[config.mk]
export PLATFORM = sky130hd
export DESIGN_NAME = i2s_mic_window
export DESIGN_NICKNAME = d
export VERILOG_FILES = /design/src/rtl/i2s_mic_window.sv
export SDC_FILE = /design/constraint.sdc
export NUM_CORES = 1
export LEC_CHECK = 0
export BUFFER_PORTS_ARGS = -buffer_cell sky130_fd_sc_hd__buf_2
export CELL_PAD_IN_SITES_DETAIL_PLACEMENT = 1
export CELL_PAD_IN_SITES_GLOBAL_PLACEMENT = 2
export CORE_MARGIN = 5
export CORE_UTILIZATION = 35
export DETAILED_ROUTE_END_ITERATION = 7
export PLACE_DENSITY = 0.93
export SYNTH_ARGS = -nofsm -noshare
export SYNTH_HDL_FRONTEND = slang
export SYNTH_SLANG_ARGS = --single-unit
[constraint.sdc]
create_clock -name clk -period 26.1 [get_ports clk]
set_clock_uncertainty 0.2 [all_clocks]
set_input_delay 3.915 -clock clk [delete_from_list [all_inputs] [get_ports clk]]
set_output_delay 3.915 -clock clk [all_outputs]
set_load 0.02 [all_outputs]
[src/rtl/i2s_mic_window.sv]
// i2s_mic_window: I2S microphone receiver feeding an offset-calibrated, saturating sample window
//   clk, reset        : system clock, asynchronous active-high reset
//   en                : capture enable; low parks BCLK=0/LRCLK=1 and drops any partial sample
//   flush             : synchronous clear of window and fill (serial timing keeps running)
//   DOUT              : serial microphone data, sampled in BCLK rise cycles
//   BCLK, LRCLK       : registered bit clock and word select (0=left, 1=right)
//   window            : DEPTH signed samples, slice 0 newest
//   new_t, new_ch     : one-cycle push strobe and channel of the pushed sample
//   fill, window_full : saturating count of valid samples and its full flag
module i2s_mic_window #(
    parameter int SAMPLE_BITS  = 18,
    parameter int SLOT_BITS    = 32,
    parameter int DEPTH        = 16,
    parameter int BCLK_DIV     = 1,
    parameter int CAL_OFFSET   = 7424,
    parameter int CHANNEL_MODE = 0
) (
    input  logic                            clk,
    input  logic                            reset,
    input  logic                            en,
    input  logic                            flush,
    input  logic                            DOUT,
    output logic                            BCLK,
    output logic                            LRCLK,
    output logic [DEPTH*SAMPLE_BITS-1:0]    window,
    output logic                            new_t,
    output logic                            new_ch,
    output logic [$clog2(DEPTH+1)-1:0]      fill,
    output logic                            window_full
);
    localparam int DW = $clog2(BCLK_DIV + 1);
    localparam int BW = $clog2(SLOT_BITS);
    localparam int FW = $clog2(DEPTH + 1);
    localparam logic [DW-1:0] DIV_LAST = DW'(BCLK_DIV - 1);
    localparam logic [BW-1:0] B_LAST = BW'(SLOT_BITS - 1);
    localparam logic [BW-1:0] B_SAMP = BW'(SAMPLE_BITS);
    localparam logic signed [SAMPLE_BITS:0] CAL = (SAMPLE_BITS + 1)'(CAL_OFFSET);

    logic [DW-1:0]            div_cnt;
    logic [BW-1:0]            bit_idx;
    logic                     lr_due;
    logic [SAMPLE_BITS-2:0]   shreg;
    logic                     edge_now, rise, fall, capture, selected, push;
    logic [SAMPLE_BITS-1:0]   raw, sat;
    logic signed [SAMPLE_BITS:0] sum;

    // raw already includes the bit arriving this cycle, so the b=SAMPLE_BITS
    // rise cycle can push the finished sample at its closing edge.
    always_comb begin
        edge_now    = en && div_cnt == DIV_LAST;
        rise        = edge_now && !BCLK;
        fall        = edge_now && BCLK;
        capture     = rise && bit_idx != '0 && bit_idx <= B_SAMP;
        raw         = {shreg, DOUT};
        sum         = $signed({raw[SAMPLE_BITS-1], raw}) + CAL;
        sat         = (sum[SAMPLE_BITS] ^ sum[SAMPLE_BITS-1])
                    ? {sum[SAMPLE_BITS], {(SAMPLE_BITS-1){~sum[SAMPLE_BITS]}}}
                    : sum[SAMPLE_BITS-1:0];
        selected    = CHANNEL_MODE == 2 || LRCLK == (CHANNEL_MODE == 1);
        push        = rise && bit_idx == B_SAMP && selected && !flush;
        window_full = fill == FW'(DEPTH);
    end

    // Serial timing: lr_due remembers that the last slot bit has been clocked,
    // so LRCLK flips on the following BCLK fall rather than on the rise.
    always_ff @(posedge clk or posedge reset) begin
        if (reset) begin
            BCLK    <= 1'b0;
            LRCLK   <= 1'b1;
            div_cnt <= '0;
            bit_idx <= '0;
            lr_due  <= 1'b0;
            shreg   <= '0;
        end else if (!en) begin
            BCLK    <= 1'b0;
            LRCLK   <= 1'b1;
            div_cnt <= '0;
            bit_idx <= '0;
            lr_due  <= 1'b0;
            shreg   <= '0;
        end else begin
            div_cnt <= edge_now ? '0 : div_cnt + DW'(1);
            if (edge_now)
                BCLK <= ~BCLK;
            if (rise) begin
                bit_idx <= bit_idx == B_LAST ? '0 : bit_idx + BW'(1);
                lr_due  <= bit_idx == B_LAST;
            end
            if (capture)
                shreg <= raw[SAMPLE_BITS-2:0];
            if (fall && lr_due) begin
                LRCLK  <= ~LRCLK;
                lr_due <= 1'b0;
            end
        end
    end

    // Window and fill survive en=0; only reset and flush clear them.
    always_ff @(posedge clk or posedge reset) begin
        if (reset) begin
            window <= '0;
            fill   <= '0;
            new_t  <= 1'b0;
            new_ch <= 1'b0;
        end else begin
            new_t <= push;
            if (push)
                new_ch <= LRCLK;
            if (flush) begin
                window <= '0;
                fill   <= '0;
            end else if (push) begin
                window <= {window[(DEPTH-1)*SAMPLE_BITS-1:0], sat};
                fill   <= fill == FW'(DEPTH) ? fill : fill + FW'(1);
            end
        end
    end
endmodule

### After elaboration in Yosys (flattened, before gate mapping)

Index checks and enable logic that the tools add are counted.
W data, S select, Z words.

| operators by class | value |
|---|---|
| multiplexer cells | 20 |
| equal/unequal tests | 9 |
| add/subtract/negate cells | 4 |
| bitwise gates (word level) | 5 |
| reduce and logical (&&, ||, !) cells | 14 |
| magnitude comparators | 1 |

Operator list:

| kind | count |
|---|---|
| $mux W288 | 2 |
| $mux W17 | 2 |
| $mux W5 | 6 |
| $add A18 B14 Y19 const B | 1 |
| $mux W18 | 1 |
| $eq A5 B5 Y1 const B | 3 |
| $add A5 B1 Y5 const B | 2 |
| $logic_and A1 B1 Y1 | 9 |
| $mux W1 | 9 |
| $ne A2 B1 Y1 const B | 4 |
| $le A5 B5 Y1 const B | 1 |
| $reduce_bool A5 Y1 | 1 |
| $not A1 Y1 | 4 |
| $ne A3 B1 Y1 const B | 1 |
| $logic_not A1 Y1 | 2 |
| $ne A2 B2 Y1 const B | 1 |
| $reduce_and A2 Y1 | 1 |
| $reduce_bool A2 Y1 | 1 |
| $add A1 B1 Y1 const B | 1 |
| $xor A1 B1 Y1 | 1 |

| storage, ports and cells | value |
|---|---|
| output and inout bits | 298 |
| flip-flop bits (word level) | 321 |
| input bits | 5 |
| word-level logic and storage cells | 63 |

### Depth between registers and ports, before layout

| depth | value |
|---|---|
| depth after elaboration | 8 |
| depth in mapped cells | 10 |
| gate-level depth less buffers | 7 |

### Worst setup path after synthesis

No wires, ideal clock.

| timing | value |
|---|---|
| path kind | register to output |
| from | reg fill[0] |
| to | out window_full |
| required time | 21.985 ns |
| arrival | 1.513 ns |
| path slack | 20.472 ns |
| cell stages (with the launch flop) | 4 |
| buffers on the path | 0 |
| cell sequence | dfrtp_1 > inv_1 > ha_1 > nor4bb_1 |

| on the way | value |
|---|---|
| longest elaborated chain between the ends | 1 |

RTL lines:

| element | line | RTL |
|---|---|---|
| start: declaration | 28 | `output logic [$clog2(DEPTH+1)-1:0] fill,` |
| start signal: assignment | 114 | `fill <= fill == FW'(DEPTH) ? fill : fill + FW'(1);` |
| $eq A5 B5 Y1 | 61 | `window_full = fill == FW'(DEPTH);` |
| end: declaration | 29 | `output logic window_full` |

No other way between the ends.

### Final worst setup path

| timing | value |
|---|---|
| from | in en |
| to | reg window[253] |

| on the way | value |
|---|---|
| longest elaborated chain between the ends | 6 |

RTL lines:

| element | line | RTL |
|---|---|---|
| start: declaration | 20 | `input logic en,` |
| $logic_and A1 B1 Y1 | 50 | `edge_now = en && div_cnt == DIV_LAST;` |
| $logic_and A1 B1 Y1 | 51 | `rise = edge_now && !BCLK;` |
| $logic_and A1 B1 Y1 (3 in series) | 60 | `push = rise && bit_idx == B_SAMP && selected && !flush;` |
| $reduce_bool A2 Y1 (no line) | - |  |
| end signal: assignment | 113 | `window <= {window[(DEPTH-1)*SAMPLE_BITS-1:0], sat};` |
| end: declaration | 25 | `output logic [DEPTH*SAMPLE_BITS-1:0] window,` |

No other way between the ends.
A chain may end at the register's enable or synchronous reset.

==> run metrics <==
CTS buffer count=37; Gates resized, CTS repair=0; Initial Utilization=0.351; cell-internal power=0.000824 W; critical-path cell list=buf_2, nor3b_2, nand3_4, buf_12, nand2_1, a21oi_1; Root Driver=clkbuf_16; mux contribution to synthesized area=0.000762; main combinational cell family by area after synthesis=simple AND/OR/NAND/NOR gates; clk sinks=321; kind of critical path=in -> reg; Hold Crit Class=reg -> reg; WL/cell=19.7 um; NetSw=0.000234 W; number of synthesized flops with an enable pin=0; maximum clock rate=136 MHz; Startpoint Class=primary input; RSZ-0062 raised after global routing=false; Leak=7.67 nW; gr ovfl total=0; H-tree depth=2; Crit path largest cell delay=1.10 ns; CP bufs+invs=2; Syn Inst Count=1,445; CTS max path bufs=3; DRC Markers=0; Worst-Skew Late Latency=0.53 ns; Seq pwr share=0.472; Synth Flop Type=dfrtp_1; combinational fraction of design power=0.025; Final nets=1,698; switching share of power=0.221; die height=~200 um; Critical Path Sink Type=flip-flop; Avg Cell Area, Syn=9.09 um^2; Die X=204 um; Synth Cell Area=~0.013 mm^2; synth cell count leaders=566 x nand2_1, 320 x dfrtp_1, 286 x a21oi_1; flops & latches, synth=321; Post-Synth Simple-Gate Area=0.192; Yosys top cell area share=0.610; outcome=finished, final reports clean; TNS Setup=0 ns; # hold bufs at CTS=0; xor/xnor cell area share of the yosys netlist=0.00600; final slew viol count=0; CP max stage cell=nor3b_2; Post-CTS Setup Bufs=0; Tmin final=around 7.4 ns; Final period util=0.282; CP top delay family=simple AND/OR/NAND/NOR gates; fillcell total=4,433; I/O Buffers=302; Least-Margin Pin Slew=between 1 and 1.5 ns; number of global-route vias before repair=11,900; post-synth top area cell=dfrtp_1; drt total wl=43,900 um; post-synthesis async set-or-reset flop share=1.00; hold_ws=0.308 ns; diode count=0; Post-Layout Inst Area=approximately 0.016 mm^2; DR iter-0 viols=835; VDD IR max=just over 40 uV; I/O pin count=303; routed vias/inst=roughly 5; Setup violations, final=0; yosys warns=0; vias post-DR=11,400; share of layout cells above drive strength 1=0.217; first-pass GRT wire length=69,000 um; syn nets=1,459; die area=between 0.04 and 0.05 mm^2; Clk pin slew, worst setup/hold paths=0.06 ns; placed cell areas=0.0149 mm^2; sequential share of the synthesized area=0.612; GRT Resource Usage Total=0.207; complex-gate fraction of the synthesized area=0.143; most frequent cell after synthesis=nand2_1; relative slew slack=0.0569; largest net degree at the start of global routing=202; Post-DP HPWL=roughly 29,000 um; Hold Fails Final Rpt=0; total power draw=0.00106 W; PwrDens=65.3 mW/mm^2; Max Cap Violations=0; global placer's final weighted congestion=0.805; CP Max Fanout=approximately 200; multi-input logic area=0.00463 mm^2; flip-flop and latch area=0.00803 mm^2; Synth Area in Adders=0.00857; Final ANT Viol Nets=0; initial antenna violation count=0; top post-synthesis cells by area=dfrtp_1 61%, nand2_1 16%, a21oi_1 11%; CP arrival=approximately 7.5 ns; Site Rows=71; Yosys cell types=44; Clk network pwr share=0.503; Core Box Area=between 0.03 and 0.04 mm^2; CTS tree=yes; Layout area overhead=23.3%; TritonRoute pass-1 iters=4; Critical Path RT=26.25 ns
[logic make-up after synthesis]
logic type | after synthesis
muxes | 1
xor gates and xnor gates | 9
AOI/OAI and AO/OA | 353
buffers and inverters | 116
other | 1
adders and majority gates | 9
and+or+nand+nor | 635
DFF | 321
[power by group through the flow]
| stage | Combinational [W] | Clock, W | Sequential (W) |
|---|---|---|---|
| 2_1_floorplan | 0.0000194 | 0 | 0.000508 |
| 3_3_place_gp | 0.0000268 | 0 | 0.000508 |
| 3_5_place_dp | 0.0000273 | 0 | 0.000508 |
| 4_1_cts | 0.0000274 | 0.000545 | 0.000499 |
| 5_1_grt | 0.0000306 | 0.000569 | 0.000499 |
| 6_report | 0.0000264 | 0.000533 | 0.000499 |
[final timing paths]
| kind | cells past startpoint | startpoint | endpoint | slack, ns |
|---|---|---|---|---|
| worst max-delay path | 6 | en | window[253]$_DFFE_PP0P_ | 18.73 |
| worst min-delay path | 1 | new_ch$_DFFE_PP0P_ | new_ch$_DFFE_PP0P_ | 0.31 |
| worst max register to register | 5 | BCLK$_DFFE_PP0P_ | window[253]$_DFFE_PP0P_ | 22.03 |
| worst min register to register | 1 | new_ch$_DFFE_PP0P_ | new_ch$_DFFE_PP0P_ | 0.31 |
| max in group asynchronous | 3 | reset | window[269]$_DFFE_PP0P_ | 20.93 |
| min in group asynchronous | 2 | reset | window[193]$_DFFE_PP0P_ | 3.29 |
[sequential cells by signal, indices dropped and copies added, names as in the netlist]
signal and flops:
shreg 17, lr_due 1, BCLK 1, new_t 1
LRCLK 1, fill 5, new_ch 1, window 288
div_cnt 1, bit_idx 5
[metal layers]
| layer | global-route usage | share of wire | vias to the layer above |
|---|---|---|---|
| met5 | 0 | 0 | - |
| met4 | 0.0511 | 0.022 | 0 |
| met3 | 0.0297 | 0.051 | 63 |
| met2 | 0.359 | 0.51 | 272 |
| met1 | 0.275 | 0.42 | 5850 |
| li1 | - | - | 5217 |
[cell usage in the layout, fill, tap and decap left out, types with 2 or more instances in the layout]
master       n
nand2_1    566
dfrtp_1    320
buf_2      301
a21oi_1    286
clkbuf_16   38
o21ai_0     25
nand3_1     22
a21boi_0    17
nor2_1      11
o211ai_1    11
clkbuf_1    11
ha_1         9
clkbuf_8     8
xnor2_1      6
buf_4        6
inv_1        5
nand3b_1     5
nor3_1       5
nor2b_1      4
clkinv_2     4
nand2b_1     3
nor3b_1      3
xor2_1       3
nor4_1       3
o21a_1       3
bufinv_16    3
or3b_1       2
nand4_1      2
and3_1       2
o31ai_1      2
buf_12       2
[per-stage QoR]
stage,worst slack [ns],instances,util
floorplan,13.10,1445,-
global placement,18.38,2156,0.400
detailed placement,18.34,2156,0.400
CTS,18.89,2223,0.433
global route,18.53,2223,0.433
finish,18.73,2223,0.433
[worst register-to-register path: cells and delay by family, from the launching register on]
kind / cells / cell delay (ns)
AO/OA/AOI/OAI: 1 / 0.09
buffers and inverters: 1 / 0.69
flip-flops: 1 / 0.45
AND/OR/NAND/NOR: 3 / 2.48
[area by class of cell]
cell class / instances / area share
clock inverter: 10 / 0.00950
timing repair buffer: 310 / 0.0992
inverter: 6 / 0.00185
sequential: 321 / 0.496
tap: 511 / 0.0395
clock buffer: 57 / 0.0681
multi-input combinational: 1008 / 0.286
No activity file was read; power rests on OpenSTA's default activity.
